$ cat config.mk
export PLATFORM = sky130hd
export DESIGN_NAME = sram_port_arbiter_flat
export DESIGN_NICKNAME = d
export VERILOG_FILES = /design/src/rtl/sram_ctrl_pkg.sv /design/src/rtl/sram_port_arbiter_if.sv /design/src/rtl/rr_arbiter.sv /design/src/rtl/sram_port_arbiter.sv /design/src/flat_wrapper.sv
export SDC_FILE = /design/constraint.sdc
export NUM_CORES = 1
export LEC_CHECK = 0
export ABC_AREA = 0
export ABC_CLOCK_PERIOD_IN_PS = 6100
export BUFFER_PORTS_ARGS = -buffer_cell sky130_fd_sc_hd__buf_2
export CAP_MARGIN = 20
export CORE_ASPECT_RATIO = 1.2
export CORE_MARGIN = 2
export CORE_UTILIZATION = 45
export CTS_CLUSTER_SIZE = 16
export DETAILED_ROUTE_END_ITERATION = 6
export GPL_TIMING_DRIVEN = 0
export PLACE_DENSITY_LB_ADDON = 0.08
export SLEW_MARGIN = 15
export SYNTH_ARGS = -nofsm -noshare
export SYNTH_HDL_FRONTEND = slang
export SYNTH_SLANG_ARGS = --single-unit
export TNS_END_PERCENT = 50
$ cat constraint.sdc
create_clock -name clk -period 6.1 [get_ports clk]
set_clock_uncertainty 0.15 [all_clocks]
set_input_delay 0.305 -clock clk [delete_from_list [all_inputs] [get_ports clk]]
set_output_delay 0.305 -clock clk [all_outputs]
set_load 0.02 [all_outputs]
$ cat src/rtl/sram_ctrl_pkg.sv
// rtl/sram_ctrl_pkg.sv - shared types, geometry and helpers for the SRAM port arbiter
package sram_ctrl_pkg;

    typedef enum logic {
        ST_INIT = 1'b0,
        ST_RUN  = 1'b1
    } state_t;

    localparam int SRAM_DATA_WIDTH = 16;
    localparam int SRAM_ADDR_WIDTH = 9;
    localparam int SRAM_DEPTH      = 1 << SRAM_ADDR_WIDTH;

    // Pointer width for an n-entry round-robin; never narrower than one bit.
    function automatic int idx_width(input int n);
        return (n <= 2) ? 1 : $clog2(n);
    endfunction

endpackage

$ cat src/rtl/sram_port_arbiter_if.sv
// rtl/sram_port_arbiter_if.sv - client request bus and SRAM macro pins of the port arbiter
interface sram_port_arbiter_if #(
    parameter int NREQ       = 2,
    parameter int DATA_WIDTH = 16,
    parameter int ADDR_WIDTH = 9
);
    logic [NREQ-1:0]            req;
    logic [NREQ-1:0]            we;
    logic [NREQ*ADDR_WIDTH-1:0] addr;
    logic [NREQ*DATA_WIDTH-1:0] wdata;
    logic [NREQ-1:0]            gnt;
    logic [NREQ-1:0]            rvalid;
    logic [DATA_WIDTH-1:0]      rdata;
    logic                       init_done;
    logic                       sram_csb0;
    logic [ADDR_WIDTH-1:0]      sram_addr0;
    logic [DATA_WIDTH-1:0]      sram_din0;
    logic                       sram_csb1;
    logic [ADDR_WIDTH-1:0]      sram_addr1;
    logic [DATA_WIDTH-1:0]      sram_dout1;

    modport master (
        output req, we, addr, wdata, sram_dout1,
        input  gnt, rvalid, rdata, init_done,
        input  sram_csb0, sram_addr0, sram_din0, sram_csb1, sram_addr1
    );

    modport slave (
        input  req, we, addr, wdata, sram_dout1,
        output gnt, rvalid, rdata, init_done,
        output sram_csb0, sram_addr0, sram_din0, sram_csb1, sram_addr1
    );
endinterface

$ cat src/rtl/rr_arbiter.sv
// rtl/rr_arbiter.sv - combinational round-robin pick starting at ptr, with next-pointer
module rr_arbiter
    import sram_ctrl_pkg::*;
#(
    parameter int NREQ = 2,
    parameter int IW   = idx_width(NREQ)
) (
    input  logic [NREQ-1:0] req,
    input  logic [IW-1:0]   ptr,
    output logic [NREQ-1:0] gnt,
    output logic [IW-1:0]   ptr_nxt
);
    logic found;

    // Outer loop walks priority order from ptr; the first requester hit wins.
    always_comb begin
        gnt     = '0;
        ptr_nxt = ptr;
        found   = 1'b0;
        for (int k = 0; k < NREQ; k++) begin
            for (int i = 0; i < NREQ; i++) begin
                if (!found && req[i] && ((int'(ptr) + k) % NREQ) == i) begin
                    gnt[i]  = 1'b1;
                    found   = 1'b1;
                    ptr_nxt = (i == NREQ - 1) ? '0 : IW'(i + 1);
                end
            end
        end
    end
endmodule

$ cat src/rtl/sram_port_arbiter.sv
// rtl/sram_port_arbiter.sv - shares a 1W/1R SRAM between NREQ clients with clear and bypass
module sram_port_arbiter
    import sram_ctrl_pkg::*;
#(
    parameter int NREQ           = 2,
    parameter int DATA_WIDTH     = SRAM_DATA_WIDTH,
    parameter int ADDR_WIDTH     = SRAM_ADDR_WIDTH,
    parameter int CLEAR_ON_RESET = 1
) (
    input  logic               clk,
    input  logic               rst,
    sram_port_arbiter_if.slave bus
);
    localparam int IW = idx_width(NREQ);

    state_t                state_q, state_d;
    logic [ADDR_WIDTH-1:0] cnt_q, cnt_d;
    logic [IW-1:0]         wr_ptr_q, wr_ptr_nxt;
    logic [IW-1:0]         rd_ptr_q, rd_ptr_nxt;
    logic                  run;
    logic [NREQ-1:0]       wr_cand, rd_cand, wr_gnt, rd_gnt;
    logic [ADDR_WIDTH-1:0] wr_addr, rd_addr;
    logic [DATA_WIDTH-1:0] wr_data;
    logic                  wr_any, rd_any, collide;
    logic [NREQ-1:0]       rvalid_q;
    logic                  byp_q;
    logic [DATA_WIDTH-1:0] byp_data_q;

    // rst gates everything combinational so the macro stays deselected while held.
    assign run     = (state_q == ST_RUN) && !rst;
    assign wr_cand = run ? (bus.req & bus.we)  : '0;
    assign rd_cand = run ? (bus.req & ~bus.we) : '0;

    rr_arbiter #(.NREQ(NREQ), .IW(IW)) u_wr_arb (
        .req     (wr_cand),
        .ptr     (wr_ptr_q),
        .gnt     (wr_gnt),
        .ptr_nxt (wr_ptr_nxt)
    );

    rr_arbiter #(.NREQ(NREQ), .IW(IW)) u_rd_arb (
        .req     (rd_cand),
        .ptr     (rd_ptr_q),
        .gnt     (rd_gnt),
        .ptr_nxt (rd_ptr_nxt)
    );

    always_comb begin
        wr_addr = '0;
        wr_data = '0;
        rd_addr = '0;
        for (int i = 0; i < NREQ; i++) begin
            if (wr_gnt[i]) begin
                wr_addr = bus.addr[i*ADDR_WIDTH +: ADDR_WIDTH];
                wr_data = bus.wdata[i*DATA_WIDTH +: DATA_WIDTH];
            end
            if (rd_gnt[i]) begin
                rd_addr = bus.addr[i*ADDR_WIDTH +: ADDR_WIDTH];
            end
        end
    end

    assign wr_any  = |wr_gnt;
    assign rd_any  = |rd_gnt;
    assign collide = wr_any && rd_any && (wr_addr == rd_addr);

    always_comb begin
        state_d = state_q;
        cnt_d   = cnt_q;
        case (state_q)
            ST_INIT: begin
                cnt_d = cnt_q + 1'b1;
                if (cnt_q == {ADDR_WIDTH{1'b1}}) begin
                    state_d = ST_RUN;
                end
            end
            ST_RUN:  state_d = ST_RUN;
            default: state_d = ST_INIT;
        endcase
    end

    always_comb begin
        bus.sram_csb0  = 1'b1;
        bus.sram_addr0 = wr_addr;
        bus.sram_din0  = wr_data;
        bus.sram_csb1  = 1'b1;
        bus.sram_addr1 = rd_addr;
        if (state_q == ST_INIT && !rst) begin
            bus.sram_csb0  = 1'b0;
            bus.sram_addr0 = cnt_q;
            bus.sram_din0  = '0;
        end else if (wr_any) begin
            bus.sram_csb0 = 1'b0;
        end
        // A same-address read is served from the write data, so skip the macro read.
        if (rd_any && !collide) begin
            bus.sram_csb1 = 1'b0;
        end
    end

    always_ff @(posedge clk or posedge rst) begin
        if (rst) begin
            if (CLEAR_ON_RESET != 0) begin
                state_q <= ST_INIT;
            end else begin
                state_q <= ST_RUN;
            end
            cnt_q      <= '0;
            wr_ptr_q   <= '0;
            rd_ptr_q   <= '0;
            rvalid_q   <= '0;
            byp_q      <= 1'b0;
            byp_data_q <= '0;
        end else begin
            state_q  <= state_d;
            cnt_q    <= cnt_d;
            wr_ptr_q <= wr_ptr_nxt;
            rd_ptr_q <= rd_ptr_nxt;
            rvalid_q <= rd_gnt;
            byp_q    <= collide;
            if (collide) begin
                byp_data_q <= wr_data;
            end
        end
    end

    assign bus.gnt       = wr_gnt | rd_gnt;
    assign bus.rvalid    = rvalid_q;
    assign bus.rdata     = byp_q ? byp_data_q : bus.sram_dout1;
    assign bus.init_done = run;
endmodule

$ cat src/flat_wrapper.sv
// flat-port wrapper written by rule: the top's interface ports become plain ports
module sram_port_arbiter_flat import sram_ctrl_pkg::*;
#(
    parameter int NREQ           = 2,
    parameter int DATA_WIDTH     = SRAM_DATA_WIDTH,
    parameter int ADDR_WIDTH     = SRAM_ADDR_WIDTH,
    parameter int CLEAR_ON_RESET = 1
)
  (clk, rst, bus_req, bus_we, bus_addr, bus_wdata, bus_sram_dout1, bus_gnt, bus_rvalid, bus_rdata, bus_init_done, bus_sram_csb0, bus_sram_addr0, bus_sram_din0, bus_sram_csb1, bus_sram_addr1);
  sram_port_arbiter_if #(.NREQ(NREQ), .DATA_WIDTH(DATA_WIDTH), .ADDR_WIDTH(ADDR_WIDTH)) bus_i ();
  input  logic clk;
  input  logic rst;
  input wire logic [$bits(bus_i.req)-1:0] bus_req;
  input wire logic [$bits(bus_i.we)-1:0] bus_we;
  input wire logic [$bits(bus_i.addr)-1:0] bus_addr;
  input wire logic [$bits(bus_i.wdata)-1:0] bus_wdata;
  input wire logic [$bits(bus_i.sram_dout1)-1:0] bus_sram_dout1;
  output wire logic [$bits(bus_i.gnt)-1:0] bus_gnt;
  output wire logic [$bits(bus_i.rvalid)-1:0] bus_rvalid;
  output wire logic [$bits(bus_i.rdata)-1:0] bus_rdata;
  output wire logic [$bits(bus_i.init_done)-1:0] bus_init_done;
  output wire logic [$bits(bus_i.sram_csb0)-1:0] bus_sram_csb0;
  output wire logic [$bits(bus_i.sram_addr0)-1:0] bus_sram_addr0;
  output wire logic [$bits(bus_i.sram_din0)-1:0] bus_sram_din0;
  output wire logic [$bits(bus_i.sram_csb1)-1:0] bus_sram_csb1;
  output wire logic [$bits(bus_i.sram_addr1)-1:0] bus_sram_addr1;
  assign bus_i.req = bus_req;
  assign bus_i.we = bus_we;
  assign bus_i.addr = bus_addr;
  assign bus_i.wdata = bus_wdata;
  assign bus_i.sram_dout1 = bus_sram_dout1;
  assign bus_gnt = bus_i.gnt;
  assign bus_rvalid = bus_i.rvalid;
  assign bus_rdata = bus_i.rdata;
  assign bus_init_done = bus_i.init_done;
  assign bus_sram_csb0 = bus_i.sram_csb0;
  assign bus_sram_addr0 = bus_i.sram_addr0;
  assign bus_sram_din0 = bus_i.sram_din0;
  assign bus_sram_csb1 = bus_i.sram_csb1;
  assign bus_sram_addr1 = bus_i.sram_addr1;
  sram_port_arbiter #(.NREQ(NREQ), .DATA_WIDTH(DATA_WIDTH), .ADDR_WIDTH(ADDR_WIDTH), .CLEAR_ON_RESET(CLEAR_ON_RESET)) u_core (.clk(clk), .rst(rst), .bus(bus_i));
endmodule
==> flow_summary.json <==
{
  "die_w_um": 67.26,
  "async_reset_ff_share_pct": 100.0,
  "drtIter0Drc": 86,
  "drv_cap": 0,
  "synth_top_area_share_pct": 35.90,
  "cts_resized": 0,
  "tns_ps": 0,
  "cts_root_buffer": "clkbuf_8",
  "clock_sink_count": 31,
  "ys_warn_count": 0,
  "rr_worst_depth": 9,
  "crit_path_max_fanout": 10,
  "antenna_found_initial": 0,
  "htreeDepth": 2,
  "critical_path_buf_inv_count": 3,
  "fin_util_pct": 65.11,
  "yosysMostFrequentCell": "dfrtp_1",
  "core_um2": 4594,
  "n_antenna_cell": 0,
  "slew_viol_final": 0,
  "wire_per_inst_um": 15.48,
  "worst_ep_arrival_time_ps": 2740,
  "start_kind": "register",
  "placed_cell_area_um2": 2874,
  "yosys.area.top_type": "dfrtp_1",
  "clock_latency_ps": 280,
  "grt_pass1_wl_um": 9349,
  "finalNetCount": 413,
  "powerDensity_nw_per_um2": 160.6,
  "relSlewSlack_pct": 55.46,
  "irDropWorstVdd_v": 0.0001668,
  "port_buffers": 128,
  "nFillCells": 398,
  "path_cells": "and4b_1, o21a_1, clkbuf_1, o21ai_0, a21oi_1, nor4_2, nand4b_2, buf_6, nand3_1, buf_2",
  "dr_total_vias": 2186,
  "finalCritPeriodShare_pct": 52.45,
  "design_area_um2": 2992,
  "layout-drive-gt1-share_pct": 53.82,
  "cts_tree": "built",
  "min_period_ps": 3199,
  "die_h_um": 79.91,
  "post-cts-setup-buffers": 0,
  "finalSetupViolCount": 0,
  "multi_input_area_um2": 1272,
  "first_pass_iters": 5,
  "synth_nets": 278,
  "grt_overflow": 0,
  "max_freq_ghz": 0.3126,
  "clockBufferDepth": 2,
  "postCtsHoldBufs": 0,
  "io_pins": 129,
  "ant_nets": 0,
  "synthTopCellsByCount": "31 x dfrtp_1, 25 x a22o_1, 25 x mux2_2, 14 x inv_1, 11 x nand2_1",
  "gp_congestion": 0.7817,
  "ys_ff_latch": 31,
  "viasPerCell": 5.492,
  "wl_um": 6160,
  "end_kind": "primary output",
  "placementRows": 27,
  "cp_top_family": "simple AND/OR/NAND/NOR gates",
  "synth_edf_count": 0,
  "worstMarginPinSlew_ps": 665.6,
  "clk_pin_slew_worst_paths_ps": 70,
  "synthCells": 204,
  "hp-class": "in2async",
  "register_area_um2": 775.7,
  "drc": 0,
  "dieArea_um2": 5374,
  "globalRouteTotalUtil_pct": 23.07,
  "cts_inserted_buffers": 5,
  "synth.area.top_cells": "dfrtp_1 36%, mux2_2 13%, a22o_1 10%",
  "required_ps": 5640,
  "critPathMaxStageDelay_ps": 420,
  "grt_max_degree": 33,
  "p_leak_nw": 1.677,
  "dpl.hpwl_um": 4675,
  "ys_types": 43,
  "hold_viol": 0,
  "ys_seq_area_share_pct": 35.90,
  "crit_type": "reg2out",
  "grt_pass1_vias": 2019,
  "rsz0062_at_grt": "false",
  "status": "complete, no violations",
  "layout-area-overhead-vs-synth_pct": 38.45,
  "ys.flop_type": "dfrtp_1",
  "initial_core_util_pct": 47.03,
  "path_depth": 10,
  "avgSynthCellArea_um2": 10.59,
  "netlist_area_um2": 2161,
  "critPathSlowestCell": "dfrtp_1"
}
placed cells by master, fill, tap and decap left out, types with 2 or more instances in the layout:
cell type / synthesis / routed
a222oi_1: 9 / 9
nand2_1: 11 / 11
nor2b_1: 3 / 3
o21ai_0: 7 / 7
nor2_1: 7 / 7
and4_1: 2 / 2
buf_1: 3 / 3
mux2_2: 25 / 25
clkbuf_8: 0 / 6
mux2i_1: 2 / 2
nand2b_1: 2 / 2
ha_1: 2 / 2
dfrtp_1: 31 / 31
mux2_4: 9 / 9
a21oi_1: 4 / 4
buf_2: 0 / 128
inv_1: 14 / 13
clkbuf_1: 7 / 7
nand4b_1: 2 / 2
nand4b_2: 2 / 2
nand3_1: 4 / 4
a22o_1: 25 / 25
or2_2: 2 / 2
o21a_1: 2 / 2
xor2_1: 3 / 3
buf_6: 2 / 2
o22ai_1: 2 / 2
xnor2_1: 5 / 5
report_power, final:
group,internal [mW],switching (mW),leakage [nW]
Clock,0.132,0.0807,0.0612
Combinational,0.0288,0.0334,1.20
Sequential,0.205,0,0.419
per-layer routing:
layer,global-route usage (%),wire [µm]
met2,42.57,3217
met3,4.513,393
met4,7.143,91
met1,26.01,2456
met5,0,0
flip-flops by register name, indices dropped and copies added, names as in the netlist:
signal / cells
u_core.rd_ptr_q: 1
u_core.state_q: 1
u_core.bus.rvalid: 2
u_core.cnt_q: 9
u_core.byp_data_q: 16
u_core.wr_ptr_q: 1
u_core.byp_q: 1
logic make-up after synthesis:
logic type                 Yosys count  share of synthesized area [%]
adders and majority gates            2                          1.158
xor gates and xnor gates             8                          3.243
muxes                               36                          20.21
and+or+nand+nor                     44                          12.97
buffers and inverters               26                          5.211
DFF                                 31                          35.90
AOI/OAI and AO/OA                   57                          21.31
stage by stage:
| step | total power, mW | hold slack, ps | setup slack, ps | cells |
|---|---|---|---|---|
| after global routing | 0.4980 | 75.25 | 2642 | 398 |
| after CTS | 0.4856 | 37.71 | 2849 | 398 |
| after global placement | 0.2708 | 330.3 | 3135 | 390 |
| after detailed placement | 0.2717 | 339.5 | 3103 | 390 |
| final | 0.4805 | 10.60 | 2901 | 398 |
| after floorplan | 0.2343 | 266.8 | 3467 | 204 |
cell type report:
type | instances | area share (%)
Clock buffer | 6 | 2.760
Inverter | 14 | 1.757
Sequential cell | 31 | 25.93
Buffer | 12 | 2.008
Multi-Input combinational cell | 147 | 42.53
Tap cell | 58 | 2.426
Timing Repair Buffer | 128 | 21.41
Clock inverter | 2 | 1.171
path summary, 6_finish.rpt:
path	from	end	slack, ps
worst min-delay path	rst	u_core.cnt_q[0]$_DFFE_PP0N_	10
max in group asynchronous	rst	u_core.cnt_q[5]$_DFFE_PP0N_	5360
worst max-delay path	u_core.state_q$_DFF_PP0_	bus_sram_csb1	2900
worst max register to register	u_core.state_q$_DFF_PP0_	u_core.byp_data_q[11]$_DFFE_PP0P_	3310
min in group clk	bus_wdata[23]	u_core.byp_data_q[7]$_DFFE_PP0P_	240
worst min register to register	u_core.wr_ptr_q$_DFFE_PP0P_	u_core.wr_ptr_q$_DFFE_PP0P_	350
Power figures use the tool's default switching activity.
